### config.mk
export PLATFORM = sky130hd
export DESIGN_NAME = gate_eval_sched_flat
export DESIGN_NICKNAME = d
export VERILOG_FILES = /design/src/rtl/gate_eval_sched_pkg.sv /design/src/rtl/gate_eval_sched_if.sv /design/src/rtl/gate_eval_sched_rr_pick.sv /design/src/rtl/gate_eval_sched.sv /design/src/flat_wrapper.sv
export SDC_FILE = /design/constraint.sdc
export NUM_CORES = 1
export LEC_CHECK = 0
export BUFFER_PORTS_ARGS = -buffer_cell sky130_fd_sc_hd__buf_2
export CAP_MARGIN = 40
export CORE_UTILIZATION = 35
export DETAILED_ROUTE_END_ITERATION = 10
export GPL_TIMING_DRIVEN = 0
export PLACE_DENSITY_LB_ADDON = 0.05
export SLEW_MARGIN = 25
export SYNTH_ARGS = -nofsm -noshare
export SYNTH_HDL_FRONTEND = slang
export SYNTH_HIERARCHICAL = 1
export SYNTH_SLANG_ARGS = --single-unit
### constraint.sdc
create_clock -name clk -period 2.96 [get_ports clk]
set_clock_uncertainty 0.1 [all_clocks]
set_input_delay 0.592 -clock clk [delete_from_list [all_inputs] [get_ports clk]]
set_output_delay 0.592 -clock clk [all_outputs]
set_load 0.005 [all_outputs]
### src/rtl/gate_eval_sched_pkg.sv
// Shared definitions for the gate evaluation scheduler: FSM states,
// opcodes and the delay counter width.
package gate_eval_pkg;

  localparam int CNTW = 4;

  localparam logic OP_BUF  = 1'b0;
  localparam logic OP_AND2 = 1'b1;

  typedef enum logic [1:0] {
    IDLE  = 2'd0,
    GRANT = 2'd1,
    WAIT  = 2'd2,
    DONE  = 2'd3
  } state_e;

endpackage

### src/rtl/gate_eval_sched_if.sv
// Client-side bundle of the scheduler: packed per-client requests/operands in,
// grant pulse and tagged result out.
interface gate_eval_sched_if #(
  parameter int N   = 4,
  parameter int W   = 8,
  parameter int IDW = 2
);

  logic [N-1:0]   req;
  logic [N-1:0]   op;
  logic [N*W-1:0] a;
  logic [N*W-1:0] b;
  logic [N-1:0]   gnt;
  logic           busy;
  logic [W-1:0]   z;
  logic           z_valid;
  logic [IDW-1:0] z_id;

  modport master (
    output req, op, a, b,
    input  gnt, busy, z, z_valid, z_id
  );

  modport slave (
    input  req, op, a, b,
    output gnt, busy, z, z_valid, z_id
  );

endinterface

### src/rtl/gate_eval_sched_rr_pick.sv
// Combinational round-robin pick: first set request scanning ptr+1, ptr+2, ...
// modulo N, so the last winner ends up with the lowest priority.
module rr_pick #(
  parameter int N   = 4,
  parameter int IDW = 2
) (
  input  logic [N-1:0]   req_i,
  input  logic [IDW-1:0] ptr_i,
  output logic           any_o,
  output logic [IDW-1:0] sel_o,
  output logic [N-1:0]   onehot_o
);

  logic [IDW-1:0] cand;

  always_comb begin
    any_o    = 1'b0;
    sel_o    = '0;
    onehot_o = '0;
    cand     = '0;
    for (int k = 1; k <= N; k++) begin
      cand = IDW'((int'(ptr_i) + k) % N);
      if (!any_o && req_i[cand]) begin
        any_o          = 1'b1;
        sel_o          = cand;
        onehot_o[cand] = 1'b1;
      end
    end
  end

endmodule

### src/rtl/gate_eval_sched.sv
// Shares one fixed-delay BUF/AND2 evaluation unit among N clients:
// arbitrate, grant, count down DIZ cycles, then broadcast the tagged result.
module gate_eval_sched
  import gate_eval_pkg::*;
#(
  parameter int N   = 4,
  parameter int W   = 8,
  parameter int DIZ = 6,
  parameter int IDW = 2
) (
  input logic              clk,
  input logic              reset,
  gate_eval_sched_if.slave bus
);

  state_e            state_q;
  logic [IDW-1:0]    ptr_q;
  logic [IDW-1:0]    sel_q;
  logic [CNTW-1:0]   cnt_q;
  logic [W-1:0]      res_q;
  logic [N-1:0]      gnt_q;
  logic              busy_q;
  logic [W-1:0]      z_q;
  logic              zValid_q;
  logic [IDW-1:0]    zId_q;

  logic              pickAny;
  logic [IDW-1:0]    pickSel;
  logic [N-1:0]      pickOnehot;
  logic [W-1:0]      aSel;
  logic [W-1:0]      bSel;
  logic [W-1:0]      res_d;

  rr_pick #(
    .N   (N),
    .IDW (IDW)
  ) u_pick (
    .req_i    (bus.req),
    .ptr_i    (ptr_q),
    .any_o    (pickAny),
    .sel_o    (pickSel),
    .onehot_o (pickOnehot)
  );

  // The granted client only guarantees its operands during the GRANT cycle,
  // so the gate result is evaluated then and carried through the delay.
  always_comb begin
    aSel  = W'(bus.a >> (int'(sel_q) * W));
    bSel  = W'(bus.b >> (int'(sel_q) * W));
    res_d = (bus.op[sel_q] == OP_AND2) ? (aSel & bSel) : aSel;
  end

  always_ff @(posedge clk) begin
    if (reset) begin
      state_q  <= IDLE;
      ptr_q    <= IDW'(N - 1);
      sel_q    <= '0;
      cnt_q    <= '0;
      res_q    <= '0;
      gnt_q    <= '0;
      busy_q   <= 1'b0;
      z_q      <= '0;
      zValid_q <= 1'b0;
      zId_q    <= '0;
    end else begin
      gnt_q    <= '0;
      zValid_q <= 1'b0;
      case (state_q)
        IDLE: begin
          if (pickAny) begin
            sel_q   <= pickSel;
            gnt_q   <= pickOnehot;
            busy_q  <= 1'b1;
            state_q <= GRANT;
          end
        end
        GRANT: begin
          ptr_q <= sel_q;
          res_q <= res_d;
          cnt_q <= CNTW'(DIZ - 1);
          if (DIZ == 1) begin
            z_q      <= res_d;
            zId_q    <= sel_q;
            zValid_q <= 1'b1;
            state_q  <= DONE;
          end else begin
            state_q <= WAIT;
          end
        end
        WAIT: begin
          cnt_q <= cnt_q - CNTW'(1);
          if (cnt_q == CNTW'(1)) begin
            z_q      <= res_q;
            zId_q    <= sel_q;
            zValid_q <= 1'b1;
            state_q  <= DONE;
          end
        end
        DONE: begin
          busy_q  <= 1'b0;
          state_q <= IDLE;
        end
        default: state_q <= IDLE;
      endcase
    end
  end

  assign bus.gnt     = gnt_q;
  assign bus.busy    = busy_q;
  assign bus.z       = z_q;
  assign bus.z_valid = zValid_q;
  assign bus.z_id    = zId_q;

endmodule

### src/flat_wrapper.sv
// flat-port wrapper written by rule: the top's interface ports become plain ports
module gate_eval_sched_flat import gate_eval_pkg::*;
#(
  parameter int N   = 4,
  parameter int W   = 8,
  parameter int DIZ = 6,
  parameter int IDW = 2
)
  (clk, reset, bus_req, bus_op, bus_a, bus_b, bus_gnt, bus_busy, bus_z, bus_z_valid, bus_z_id);
  gate_eval_sched_if #(.N(N), .W(W), .IDW(IDW)) bus_i ();
  input logic clk;
  input logic reset;
  input wire logic [$bits(bus_i.req)-1:0] bus_req;
  input wire logic [$bits(bus_i.op)-1:0] bus_op;
  input wire logic [$bits(bus_i.a)-1:0] bus_a;
  input wire logic [$bits(bus_i.b)-1:0] bus_b;
  output wire logic [$bits(bus_i.gnt)-1:0] bus_gnt;
  output wire logic [$bits(bus_i.busy)-1:0] bus_busy;
  output wire logic [$bits(bus_i.z)-1:0] bus_z;
  output wire logic [$bits(bus_i.z_valid)-1:0] bus_z_valid;
  output wire logic [$bits(bus_i.z_id)-1:0] bus_z_id;
  assign bus_i.req = bus_req;
  assign bus_i.op = bus_op;
  assign bus_i.a = bus_a;
  assign bus_i.b = bus_b;
  assign bus_gnt = bus_i.gnt;
  assign bus_busy = bus_i.busy;
  assign bus_z = bus_i.z;
  assign bus_z_valid = bus_i.z_valid;
  assign bus_z_id = bus_i.z_id;
  gate_eval_sched #(.N(N), .W(W), .DIZ(DIZ), .IDW(IDW)) u_core (.clk(clk), .reset(reset), .bus(bus_i));
endmodule
**Word-level counts from Yosys, hierarchy flattened**

Cells that the tools add are included.

- Word-level logic and storage cells: 96
- Flip-flop bits (word level): 34
- Input bits: 74
- Output and inout bits: 16

- Equality and inequality tests: 6
- Muxes and demuxes: 38
- Reduce and logical (&&, ||, !) cells: 19
- Add/sub/neg operators: 5
- Shifts and indexed selects: 2
- Order comparisons: 9
- Bitwise gates (word level): 7

Operator list:

| cell | count |
|---|---|
| right shift 32 x 5 -> 8 bit | 2 |
| 2-to-1 mux 4 bit | 4 |
| < comparator 2 x 3 -> 1 bit, second input constant | 5 |
| 2-to-1 mux 1 bit | 15 |
| 2-to-1 mux 2 bit | 6 |
| OR 4 bit | 3 |
| binary-select mux 1 bit (select 2 bit) | 5 |
| bitwise AND 8 bit | 1 |
| demux 1 bit (select 2 bit) | 4 |
| >= comparator 2 x 1 -> 1 bit, second input constant | 4 |
| 2-to-1 mux 8 bit | 1 |
| one-hot mux 2 bit (4 select lines) | 1 |
| one-hot mux 4 bit (2 select lines) | 1 |
| AND reduction 2 bit | 4 |
| logical AND 1 bit | 7 |
| adder 2 x 1 -> 2 bit, second input constant | 2 |
| adder 2 bit, second input constant | 2 |
| == test 2 bit, second input constant | 2 |
| == test 4 x 1 -> 1 bit, second input constant | 1 |
| inequality test 2 x 1 -> 1 bit, second input constant | 2 |
| nonzero test 2 bit | 2 |
| subtractor 4 x 1 -> 4 bit, second input constant | 1 |
| logical NOT 1 bit | 3 |
| inverter 1 bit | 3 |
| other kinds (5) | 5 |

**Depth between registers and ports, before layout**

Gate-level depths: netlist of the first run.

- Depth in word-level cells: 15
- Gate-level depth with buffers: 11
- Mapped depth without buffers: 8

**Cells and area by module**

The synthesis of the first run kept the hierarchy.

Modules (own cells, without submodules):

| module | cells an instance | area an instance (um2) | instances |
|---|---|---|---|
| gate_eval_sched | 205 | 1702.9 | 1 |
| rr_pick | 85 | 631.9 | 1 |

**Least setup slack after synthesis of the first run**

OpenSTA, ideal clock, no wires.

- Path kind: register -> register
- Start point: register u_core.ptr_q[0]
- End point: register u_core.gnt_q[2] (netlist: u_core/bus.gnt[2])
- Path buffers: 3
- Stages on the path, launching flop included: 11
- Library setup time: 0.115 ns
- Data arrival time: 2.383 ns
- Slack: 0.363 ns
- Cells stage by stage: dfxtp_1 -> buf_6 -> buf_2 -> inv_1 -> ha_1 -> clkbuf_1 -> inv_1 -> a31oi_1 -> o31ai_1 -> or3_1 -> and2_1

- Elaborated cells between the ends (all ways): 51

RTL lines:

| what | line | source |
|---|---|---|
| start: declaration | gate_eval_sched.sv:17 | `logic [IDW-1:0] ptr_q;` |
| start signal: assignment | gate_eval_sched.sv:56 | `ptr_q <= IDW'(N - 1);` |
| start signal: assignment | gate_eval_sched.sv:78 | `ptr_q <= sel_q;` |
| parallel branches: the longest is 12 deep, another holds < comparator 2 x 3 -> 1 bit | - |  |
| 2-to-1 mux 4 bit * | gate_eval_sched_rr_pick.sv:23 | `if (!any_o && req_i[cand]) begin` |
| net u_core.pickOnehot[2] | gate_eval_sched.sv:29 | `logic [N-1:0] pickOnehot;` |
| end signal: assignment | gate_eval_sched.sv:72 | `gnt_q <= pickOnehot;` |
| end: declaration | gate_eval_sched.sv:21 | `logic [N-1:0] gnt_q;` |

Mark *: on every way through the listed nets, which the timed path passes. The select of a mux whose other input is x is not followed.
A chain may end at the register's enable or synchronous reset.

**Worst setup path after layout of the first run**

- Start point: register u_core.ptr_q[0]
- End point: register u_core.sel_q[0]

- Elaborated cells between the ends (all ways): 27

RTL lines:

| what | line | source |
|---|---|---|
| adder 2 x 1 -> 2 bit | gate_eval_sched_rr_pick.sv:22 | `cand = IDW'((int'(ptr_i) + k) % N);` |
| binary-select mux 1 bit (select 2 bit) | gate_eval_sched_rr_pick.sv:23 |  |
| 2-to-1 mux 1 bit (not written as such) | gate_eval_sched_rr_pick.sv:23 |  |
| 2-to-1 mux 1 bit | gate_eval_sched_rr_pick.sv:23 |  |
| logical NOT 1 bit | gate_eval_sched_rr_pick.sv:23 |  |
| logical AND 1 bit | gate_eval_sched_rr_pick.sv:23 |  |
| 2-to-1 mux 1 bit | gate_eval_sched_rr_pick.sv:23 |  |
| logical NOT 1 bit | gate_eval_sched_rr_pick.sv:23 |  |
| logical AND 1 bit | gate_eval_sched_rr_pick.sv:23 |  |
| 2-to-1 mux 1 bit | gate_eval_sched_rr_pick.sv:23 |  |
| logical NOT 1 bit | gate_eval_sched_rr_pick.sv:23 |  |
| logical AND 1 bit | gate_eval_sched_rr_pick.sv:23 |  |
| 2-to-1 mux 2 bit * | gate_eval_sched_rr_pick.sv:23 |  |
| net u_core.pickSel[0] | gate_eval_sched.sv:28 | `logic [IDW-1:0] pickSel;` |
| end signal: assignment | gate_eval_sched.sv:71 | `sel_q <= pickSel;` |
| end: declaration | gate_eval_sched.sv:18 | `logic [IDW-1:0] sel_q;` |

Mark *: on every way through the listed nets, which the timed path passes. The rest lies on a longest branch. The select of a mux whose other input is x is not followed.

==> results of run 1 <==
[cells in the mapped netlist (2+ instances only)]
| cell | instances | area share (%) |
|---|---|---|
| a41oi_1 | 5 | 1.9 |
| a21oi_1 | 20 | 4.3 |
| nand2b_1 | 3 | 0.80 |
| buf_6 | 2 | 0.96 |
| a22oi_1 | 2 | 0.64 |
| o211a_1 | 7 | 3.0 |
| o21ai_0 | 7 | 1.5 |
| a2111o_1 | 4 | 1.9 |
| buf_2 | 8 | 1.7 |
| mux2i_1 | 5 | 2.1 |
| o211ai_1 | 23 | 7.4 |
| nor3_1 | 3 | 0.64 |
| a211oi_1 | 3 | 0.96 |
| nor2_1 | 16 | 2.6 |
| o32ai_1 | 2 | 0.75 |
| inv_1 | 24 | 3.9 |
| dfxtp_1 | 34 | 29 |
| clkbuf_1 | 7 | 1.1 |
| o2bb2ai_1 | 2 | 0.75 |
| a31oi_1 | 6 | 1.6 |
| ha_1 | 15 | 8.0 |
| nor2b_1 | 4 | 1.1 |
| or3_1 | 5 | 1.3 |
| mux4_2 | 2 | 1.9 |
| o31ai_1 | 5 | 1.6 |
| nor3b_1 | 2 | 0.64 |
| a311oi_1 | 2 | 0.75 |
| nand2_1 | 33 | 5.3 |
| nand3_1 | 10 | 2.1 |
| and2_1 | 5 | 1.3 |
| nand4_1 | 6 | 1.6 |
[cell type report]
| class | count | area share, % |
|---|---|---|
| timing repair buffer | 88 | 14.9 |
| multi-input combinational | 214 | 49.9 |
| sequential | 34 | 23.0 |
| clock buffer | 6 | 2.79 |
| tap | 77 | 3.26 |
| buffer | 17 | 3.13 |
| inverter | 24 | 3.04 |
[sequential cells by signal (all words and copies together) (netlist names)]
name                flops
u_core/bus.z            8
u_core/bus.z_id         2
u_core/res_q            8
u_core/sel_q            2
u_core/bus.z_valid      1
u_core/bus.gnt          4
u_core/bus.busy         1
u_core/cnt_q            4
u_core/ptr_q            2
u_core/state_q          2
[final timing paths]
check	from	to	cells past startpoint
hold / removal	u_core/bus.z[5]	u_core/bus.z[5]	2
setup / recovery	u_core/ptr_q[0]	u_core/sel_q[0]	9
hold reg to reg	u_core/bus.z[5]	u_core/bus.z[5]	2
setup reg to reg	u_core/ptr_q[0]	u_core/sel_q[0]	9
[tightest hold or removal path: cells and delay by family (launching register included)]
| family | cells | cell delay, ns |
|---|---|---|
| AO/OA/AOI/OAI | 1 | 0.05 |
| flip-flops | 1 | 0.31 |
| AND/OR/NAND/NOR | 1 | 0.05 |
[cell families (layout without fill, tap and decap cells)]
group | count (synthesis) | count (layout) | share of synthesized area [%]
AND/OR/NAND/NOR | 95 | 95 | 20.1
adder cells (fa/ha/maj) | 15 | 15 | 8.04
flip-flops | 34 | 34 | 29.2
buffers and inverters | 42 | 135 | 7.99
multiplexers | 8 | 8 | 4.56
AO/OA/AOI/OAI | 96 | 96 | 30.2
[metal layers]
metal	global-route usage (%)	vias up
met2	30.8	89
met4	4.31	0
met5	0	-
met1	26.1	1092
li1	-	1262
met3	4.45	6
[per-stage QoR]
stage                     setup TNS (ns)  cells  total power, mW  hold WS, ns  util [%]
after floorplan                        0    290             1.49        0.331         -
after global routing                   0    460             2.32        0.385      46.3
after global placement            -0.411    455             1.80        0.345      45.0
after CTS                              0    460             2.16        0.360      46.3
final                                  0    460             2.15        0.358      46.3
after detailed placement          -0.362    455             1.81        0.350      45.0
[timing repair]
| item | CTS | global route |
|---|---|---|
| endpoints found under the hold margin | 0 | 0 |
| setup endpoints to repair | 5 | 5 |
| resized for setup | 1 | 1 |
[power by group]
group	switching, mW	internal [mW]
logic	0.656	0.479
registers	0.108	0.576
clock network	0.153	0.179
total	0.917	1.23
==> impl_summary.log, run 1 <==
INFO  metric synth_edf_count = 0
INFO  metric maxCapViolCount = 0
INFO  metric yosys_most_used_dff = dfxtp_1
INFO  metric first_global_vias = 2375
INFO  metric layout.area.seq = 681 sq um
INFO  metric crit_path_largest_cell_delay = 0.46 ns
INFO  metric r2r_slack = 0.20 ns
INFO  metric die_span_y = 83.7 um
INFO  metric synth-seq-area-share = 29.2%
INFO  metric final_net_count = 473
INFO  metric endpoint_kind = flip-flop
INFO  metric post_synth_num_cell_types = 49
INFO  metric fin_area = 2960 sq um
INFO  metric cts.clk_slew.worst_paths = 0.06 ns
INFO  metric start_kind = flip-flop
INFO  metric root_buffer = clkbuf_8
INFO  metric fp.dieArea = 7000 sq um
INFO  metric critPathTopFamily = compound AO/OA/AOI/OAI gates
INFO  metric timing_hold_violations_final = 0
INFO  metric htreeDepth = 2
INFO  metric final_max_slew_viol_count = 0
INFO  metric grt_start_max_net_pins = 13
INFO  metric post_synth_inst_count = 290
INFO  metric vias_per_std_cell = 5.32
INFO  metric yosys_register_bits = 34
INFO  metric routed_wl = 6590 um
INFO  metric multiInputGateArea = 1480 sq um
INFO  metric p_per_area = 727 nW/um^2
INFO  metric routabilityCongestion = 0.900
INFO  metric cts_tree = done
INFO  metric cp_data_required_time = 3.07 ns
INFO  metric cell_breakdown_of_the_critical_path = buf_6 > buf_2 > inv_1 > ha_2 > inv_1 > a311o_1 > a221oi_1 > nand3_1 > a21oi_1
INFO  metric post_dp_cell_area = 2870 sq um
INFO  metric area_growth_syn_to_layout = 26.7%
INFO  metric die_w = 83.7 um
INFO  metric worstPathBufferInverterCount = 4
INFO  metric worstMarginPinSlew = 0.607 ns
INFO  metric finalSetupViolations = 0
INFO  metric ys.warnings.count = 6
INFO  metric post-route-min-period = 2.76 ns
INFO  metric cts_hold_buffers = 0
INFO  metric critical-path-slowest-cell = ha_2
INFO  metric fillCellCount = 679
INFO  metric critPathMostFrequentCell = inv_1
INFO  metric port_buffers = 88
INFO  metric routed-via-count = 2449
INFO  metric first_pass_iters = 5
INFO  metric post-cts-setup-buffers = 0
INFO  metric core_area = 6390 sq um
INFO  metric mostFrequentLayoutCells = buf_2, dfxtp_1, nand2_1
INFO  metric arrival = 2.86 ns
INFO  metric fmax_achieved = 363 MHz
INFO  metric wire_per_inst = 14.3 um
INFO  metric i_o_pin_count = 90
INFO  metric wl_met1 = 3250 um
INFO  metric cts.sinks = 34
INFO  metric layout.cells.most_common = buf_2
INFO  metric post-route-worst-setup-slack = 0.205 ns
INFO  metric drt_drc_violations_left = 0
INFO  metric slew_headroom = 58.3%
INFO  metric cts_buffers = 5
INFO  metric grt_first_pass_wirelength = 11100 um
INFO  metric synth_area = 2330 sq um
INFO  metric grt_usage = 19.2%
INFO  metric met3_length = 369 um
INFO  metric drive_above_1_share = 29.5%
INFO  metric critical_path_class = flip-flop to flip-flop
INFO  metric postSynth.asyncResetShare = 0%
INFO  metric largest_fanout_on_the_critical_path = 11
INFO  metric placement_rows = 29
INFO  metric ir_worst_vdd = 0.337 mV
INFO  metric synth.net_count = 379
INFO  metric power.static_leakage = 1.35 nW
INFO  metric n_antenna_cell = 0
INFO  metric met2RoutedLength = 2920 um
INFO  metric clk-insertion-delay-late = 0.28 ns
INFO  metric final.period_utilization = 93.1%
INFO  metric top_signal_layer_used = met4
INFO  metric longest_clk_path_bufs = 2
INFO  metric drtIter0Drc = 113
INFO  metric starting_density_of_the_core = 36.6%
INFO  metric synthesis.area_per_instance = 8.05 sq um
INFO  metric hold_path_class = flip-flop to flip-flop
INFO  metric grt_setup_unrepaired = false
INFO  metric outcome = complete, no violations
INFO  metric postRouteAntennaNets = 0
INFO  metric aggregate_global_routing_overflow = 0
INFO  metric hpwl = 5100 um
INFO  metric preCtsSetupSlack = -0.102 ns
INFO  metric initial_antenna_violation_count = 0
Power figures use the tool's default switching activity.
==> run 2: changes to the inputs <==
- RECOVER_POWER: default -> 50
==> run 2 against run 1 <==
Net effect:
- total power about the same
- final area down 0.30%
- clock power about the same
- maximum frequency down 0.35%
- clock-buffer cell count unchanged
- combinational power about the same
- non-clock buffer count unchanged
- die area unchanged
- cell count unchanged
- first-iteration DRC count up 3.5%
- sequential power about the same
- critical path type unchanged
==> impl_summary.log, run 2 (synthesis gave the netlist of run 1 again) <==
INFO  metric layout.cells.most_common = buf_2 (unchanged)
INFO  metric cts_tree = done (unchanged)
INFO  metric port_buffers = 88 (unchanged)
INFO  metric longest_clk_path_bufs = 2 (unchanged)
INFO  metric worstMarginPinSlew = 0.614 ns (was 0.607 ns)
INFO  metric top_signal_layer_used = met4 (unchanged)
INFO  metric i_o_pin_count = 90 (unchanged)
INFO  metric cell_breakdown_of_the_critical_path = buf_6 > buf_2 > inv_1 > ha_2 > inv_1 > a311o_1 > a221oi_1 > nand3_1 > a21oi_1 (unchanged)
INFO  metric first_pass_iters = 4 (was 5)
INFO  metric post_cts_resize_count = 1 (unchanged)
INFO  metric final_max_slew_viol_count = 0 (unchanged)
INFO  metric grt_usage = 19.2% (unchanged)
INFO  metric mostFrequentLayoutCells = buf_2, dfxtp_1, nand2_1 (unchanged)
INFO  metric drt_drc_violations_left = 0 (unchanged)
INFO  metric dp_cells = 455 (unchanged)
INFO  metric placement_rows = 29 (unchanged)
INFO  metric die_span_y = 83.7 um (unchanged)
INFO  metric instances_no_fill = 460 (unchanged)
INFO  metric routed_wl = 6600 um (was 6590 um)
INFO  metric routed-via-count = 2466 (was 2449)
INFO  metric final.period_utilization = 93.4% (was 93.1%)
INFO  metric power.static_leakage = 1.33 nW (was 1.35 nW)
INFO  metric area_growth_syn_to_layout = 26.4% (was 26.7%)
INFO  metric critical_path_class = flip-flop to flip-flop (unchanged)
INFO  metric cp_data_required_time = 3.07 ns (about the same)
INFO  metric initial_antenna_violation_count = 0 (unchanged)
INFO  metric start_kind = flip-flop (unchanged)
INFO  metric fmax_achieved = 362 MHz (was 363 MHz)
INFO  metric starting_density_of_the_core = 36.6% (unchanged)
INFO  metric cts.sinks = 34 (unchanged)
INFO  metric critPathTopFamily = compound AO/OA/AOI/OAI gates (unchanged)
INFO  metric drtIter0Drc = 117 (was 113)
INFO  metric maxCapViolCount = 0 (unchanged)
INFO  metric root_buffer = clkbuf_8 (unchanged)
INFO  metric slew_headroom = 57.9% (was 58.3%)
INFO  metric met3_length = 408 um (was 369 um)
INFO  metric core_area = 6390 sq um (unchanged)
INFO  metric arrival = 2.88 ns (was 2.86 ns)
INFO  metric fp.dieArea = 7000 sq um (unchanged)
INFO  metric p_per_area = 728 nW/um^2 (was 727 nW/um^2)
INFO  metric hpwl = 5100 um (unchanged)
INFO  metric vias_per_std_cell = 5.36 (was 5.32)
INFO  metric routabilityCongestion = 0.900 (unchanged)
INFO  metric first_global_vias = 2375 (unchanged)
INFO  metric post-cts-setup-buffers = 0 (unchanged)
INFO  metric outcome = complete, no violations (unchanged)
INFO  metric grt_setup_unrepaired = false (unchanged)
INFO  metric die_w = 83.7 um (unchanged)
INFO  metric post-route-min-period = 2.76 ns (about the same)
INFO  metric ir_worst_vdd = 0.337 mV (about the same)
INFO  metric grt_first_pass_wirelength = 11100 um (unchanged)
INFO  metric endpoint_kind = flip-flop (unchanged)
INFO  metric fillCellCount = 685 (was 679)
INFO  metric cts_buffers = 5 (unchanged)
INFO  metric finalSetupViolations = 0 (unchanged)
INFO  metric wire_per_inst = 14.4 um (was 14.3 um)
INFO  metric drive_above_1_share = 27.7% (was 29.5%)
INFO  metric met2RoutedLength = 2920 um (about the same)
INFO  metric aggregate_global_routing_overflow = 0 (unchanged)
INFO  metric largest_fanout_on_the_critical_path = 11 (unchanged)
INFO  metric preCtsSetupSlack = -0.102 ns (unchanged)
INFO  metric final_util = 46.2% (was 46.3%)
INFO  metric post-route-worst-setup-slack = 0.195 ns (was 0.205 ns)
INFO  metric p_total = 2.15 mW (about the same)
INFO  metric hold_path_class = flip-flop to flip-flop (unchanged)
INFO  metric grt_start_max_net_pins = 13 (unchanged)
INFO  metric final.setup.tns = 0 ns (unchanged)
INFO  metric cts.clk_slew.worst_paths = 0.06 ns (about the same)
INFO  metric htreeDepth = 2 (unchanged)
INFO  metric postRouteAntennaNets = 0 (unchanged)
INFO  metric critical-path-slowest-cell = ha_2 (unchanged)
INFO  metric crit_path_largest_cell_delay = 0.46 ns (about the same)
INFO  metric critPathMostFrequentCell = inv_1 (unchanged)
INFO  metric cts_hold_buffers = 0 (unchanged)
INFO  metric n_antenna_cell = 0 (unchanged)
INFO  metric final_net_count = 473 (unchanged)
INFO  metric timing_hold_violations_final = 0 (unchanged)
INFO  metric worstPathBufferInverterCount = 4 (unchanged)
INFO  metric clk-insertion-delay-late = 0.28 ns (about the same)
INFO  metric wl_met1 = 3220 um (was 3250 um)
## run 2: cell count changes in the layout (fill, tap and decap cells not counted)
| cell | previous run | this run |
|---|---|---|
| buf_2 | 96 | 89 |
| clkbuf_1 | 6 | 11 |
| and2_1 | 5 | 4 |
| buf_1 | 0 | 2 |
| and2_0 | 0 | 1 |
## run 2: path summary, 6_finish.rpt
check        cells past startpoint             from         endpoint  slack [ns]
min                              2  u_core/bus.z[5]  u_core/bus.z[5]        0.36
min reg2reg                      2  u_core/bus.z[5]  u_core/bus.z[5]        0.36
max                              9  u_core/ptr_q[0]  u_core/sel_q[0]        0.20
max reg2reg                      9  u_core/ptr_q[0]  u_core/sel_q[0]        0.20
## run 2: power breakdown
group,switching [mW],internal (mW)
Sequential,0.108,0.576
Combinational,0.655,0.476
Clock,0.155,0.179
## run 2: cell type report
cell class	count	area, sq um	share of cell area [%]
Buffer	17	91.3	3.10
Timing Repair Buffer	88	433	14.7
Tap cell	77	96.3	3.27
Clock buffer	6	82.6	2.80
Multi-Input combinational cell	214	1480	50.0
Sequential cell	34	681	23.1
Inverter	24	90.1	3.05
## run 2: per-layer routing
layer,vias to the layer above,GRT usage (%)
met2,104,30.8
met4,0,4.31
li1,1259,-
met1,1097,26.1
met5,-,0
met3,6,4.45
## run 2: stage by stage
step | cell area [sq um] | hold WS (ns)
after detailed placement | 2870 | 0.350
after floorplan | 2330 | 0.331
final | 2950 | 0.358
after global placement | 2870 | 0.345
after global routing | 2950 | 0.385
after CTS | 2960 | 0.360
## run 2: worst reg2reg max path, cell delays in order, from the launching register on
cell and delay, ns:
dfxtp_1 0.45, buf_6 0.17, buf_2 0.23, inv_1 0.13, ha_2 0.46, inv_1 0.19, a311o_1 0.30, a221oi_1 0.40
nand3_1 0.12, a21oi_1 0.14
==> run 3: changes to the inputs <==
- CORE_ASPECT_RATIO: default -> 2
- CTS_BUF_LIST: default -> sky130_fd_sc_hd__clkbuf_16
==> run 3 against run 2 <==
Net effect:
- sequential cell count stayed put
- critical path depth unchanged
- non-clock buffer count stayed put
- largest power group unchanged
- sequential power barely moved
- critical path type unchanged
==> impl_summary.log, run 3 (synthesis gave the netlist of run 1 again) <==
INFO  metric arrival = 2.78 ns (was 2.88 ns)
INFO  metric critical-path-slowest-cell = ha_2 (unchanged)
INFO  metric die_w = 59.8 um (was 83.7 um)
INFO  metric crit_path_largest_cell_delay = 0.47 ns (was 0.46 ns)
INFO  metric placement_rows = 41 (was 29)
INFO  metric cts_buffers = 5 (unchanged)
INFO  metric fin_area = 3020 sq um (was 2950 sq um)
INFO  metric hpwl = 5960 um (was 5100 um)
INFO  metric htreeDepth = 2 (unchanged)
INFO  metric core_area = 6360 sq um (was 6390 sq um)
INFO  metric power.static_leakage = 1.32 nW (was 1.33 nW)
INFO  metric n_antenna_cell = 0 (unchanged)
INFO  metric grt_first_pass_wirelength = 12000 um (was 11100 um)
INFO  metric fillCellCount = 735 (was 685)
INFO  metric root_buffer = clkbuf_16 (was clkbuf_8)
INFO  metric outcome = complete, no violations (unchanged)
INFO  metric cp.depth = 9 (unchanged)
INFO  metric timing_hold_violations_final = 0 (unchanged)
INFO  metric cts.clk_slew.worst_paths = 0.06 ns (about the same)
INFO  metric grt_start_max_net_pins = 13 (unchanged)
INFO  metric rr_worst_depth = 9 (unchanged)
INFO  metric final_max_slew_viol_count = 0 (unchanged)
INFO  metric area_growth_syn_to_layout = 29.3% (was 26.4%)
INFO  metric routed_wl = 7500 um (was 6600 um)
INFO  metric largest_fanout_on_the_critical_path = 11 (unchanged)
INFO  metric ir_worst_vdd = 0.377 mV (was 0.337 mV)
INFO  metric final_net_count = 473 (unchanged)
INFO  metric longest_clk_path_bufs = 2 (unchanged)
INFO  metric post-cts-setup-buffers = 0 (unchanged)
INFO  metric first_pass_iters = 4 (unchanged)
INFO  metric postRouteAntennaNets = 0 (unchanged)
INFO  metric drt_drc_violations_left = 0 (unchanged)
INFO  metric cts_hold_buffers = 0 (unchanged)
INFO  metric worstHoldPathCells = 2 (unchanged)
INFO  metric p_per_area = 781 nW/um^2 (was 728 nW/um^2)
INFO  metric drtIter0Drc = 139 (was 117)
INFO  metric routed-via-count = 2542 (was 2466)
INFO  metric grt_setup_unrepaired = false (unchanged)
INFO  metric first_global_vias = 2520 (was 2375)
INFO  metric wire_per_inst = 15.9 um (was 14.4 um)
INFO  metric post-route-min-period = 2.70 ns (was 2.76 ns)
INFO  metric start_kind = flip-flop (unchanged)
INFO  metric cp_data_required_time = 3.04 ns (was 3.07 ns)
INFO  metric critPathTopFamily = simple AND/OR/NAND/NOR gates (was compound AO/OA/AOI/OAI gates)
INFO  metric cts_tree = done (unchanged)
INFO  metric routabilityCongestion = 0.988 (was 0.900)
INFO  metric finalSetupViolations = 0 (unchanged)
INFO  metric cts.sinks = 34 (unchanged)
INFO  metric fmax_achieved = 370 MHz (was 362 MHz)
INFO  metric endpoint_kind = flip-flop (unchanged)
INFO  metric aggregate_global_routing_overflow = 0 (unchanged)
INFO  metric maxCapViolCount = 0 (unchanged)
INFO  metric starting_density_of_the_core = 36.7% (was 36.6%)
INFO  metric cell_breakdown_of_the_critical_path = buf_6 > buf_2 > inv_1 > ha_2 > mux4_2 > nand2_1 > o311ai_0 > or3_1 > and2_1 (was buf_6 > buf_2 > inv_1 > ha_2 > inv_1 > a311o_1 > a221oi_1 > nand3_1 > a21oi_1)
INFO  metric worstPathBufferInverterCount = 3 (was 4)
INFO  metric i_o_pin_count = 90 (unchanged)
INFO  metric final_util = 47.4% (was 46.2%)
INFO  metric fp.dieArea = 7020 sq um (was 7000 sq um)
INFO  metric vias_per_std_cell = 5.40 (was 5.36)
INFO  metric port_buffers = 88 (unchanged)
INFO  metric final.period_utilization = 91.2% (was 93.4%)
INFO  metric die_span_y = 118 um (was 83.7 um)
INFO  metric slew_headroom = 60.0% (was 57.9%)
INFO  metric critical_path_class = flip-flop to flip-flop (unchanged)
INFO  metric hold_path_class = flip-flop to flip-flop (unchanged)
INFO  metric post_cts_resize_count = 0 (was 1)
INFO  metric layout.cells.most_common = buf_2 (unchanged)
INFO  metric clk-insertion-delay-late = 0.28 ns (about the same)
INFO  metric final.setup.tns = 0 ns (unchanged)
INFO  metric mostFrequentLayoutCells = buf_2, nand2_1, dfxtp_1 (was buf_2, dfxtp_1, nand2_1)
INFO  metric p_total = 2.36 mW (was 2.15 mW)
INFO  metric worstMarginPinSlew = 0.584 ns (was 0.614 ns)
INFO  metric drive_above_1_share = 26.5% (was 27.7%)
INFO  metric post_dp_cell_area = 2880 sq um (was 2870 sq um)
INFO  metric grt_usage = 22.5% (was 19.2%)
INFO  metric r2r_slack = 0.26 ns (was 0.20 ns)
INFO  metric initial_antenna_violation_count = 0 (unchanged)
[run 3: changes by cell type in the layout (fill, tap and decap cells not counted)]
cell,previous run,this run
clkbuf_1,11,20
buf_2,89,82
clkbuf_8,6,0
clkbuf_16,0,5
buf_1,2,0
clkinv_2,0,1
clkinv_4,0,1
clkinvlp_4,0,1
dfxtp_1,34,33
dfxtp_2,0,1
[run 3: area by class of cell]
cell class              instances  area [sq um]  share of cell area [%]
clock inverters                 3          21.3                   0.705
repair buffers                 88           424                    14.1
well taps                      86           108                    3.57
plain buffers                  17          91.3                    3.03
multi-input cells             214          1480                    48.9
flip-flops and latches         34           682                    22.6
clock buffers                   5           125                    4.15
inverters                      24          90.1                    2.99
[run 3: power by group]
| group | total [mW] | leakage [nW] | internal [mW] | switching [mW] |
|---|---|---|---|---|
| clock network | 0.522 | 0.0698 | 0.311 | 0.210 |
| registers | 0.681 | 0.277 | 0.577 | 0.104 |
| logic | 1.16 | 0.975 | 0.477 | 0.678 |
| total | 2.36 | 1.32 | 1.37 | 0.993 |
[run 3: path summary, 6_finish.rpt]
check	start	to
max	u_core/ptr_q[0]	u_core/bus.gnt[2]
min	u_core/res_q[6]	u_core/bus.z[6]
max reg2reg	u_core/ptr_q[0]	u_core/bus.gnt[2]
min reg2reg	u_core/res_q[6]	u_core/bus.z[6]
[run 3: per-stage QoR]
step | std cells | worst slack [ns] | hold slack (ns)
4_1_cts | 471 | 0.0148 | 0.349
2_1_floorplan | 290 | 0.363 | 0.331
5_1_grt | 471 | 0.0885 | 0.374
3_3_place_gp | 464 | -0.147 | 0.341
3_5_place_dp | 464 | -0.158 | 0.343
6_report | 471 | 0.260 | 0.350
[run 3: routing by layer]
| layer | global-route usage [%] | routed length (um) | up-vias | share of wire, % |
|---|---|---|---|---|
| met3 | 3.63 | 341 | 17 | 4.5 |
| met5 | 0 | 0 | - | 0 |
| li1 | - | - | 1265 | - |
| met2 | 41.3 | 4200 | 78 | 56 |
| met4 | 9.59 | 242 | 0 | 3.2 |
| met1 | 23.7 | 2720 | 1182 | 36 |
[run 3: worst min-delay path: cells and delay by family (launching register included)]
family / cells / cell delay [ns]
compound gates: 1 / 0.05
simple gates: 1 / 0.05
flops: 1 / 0.31
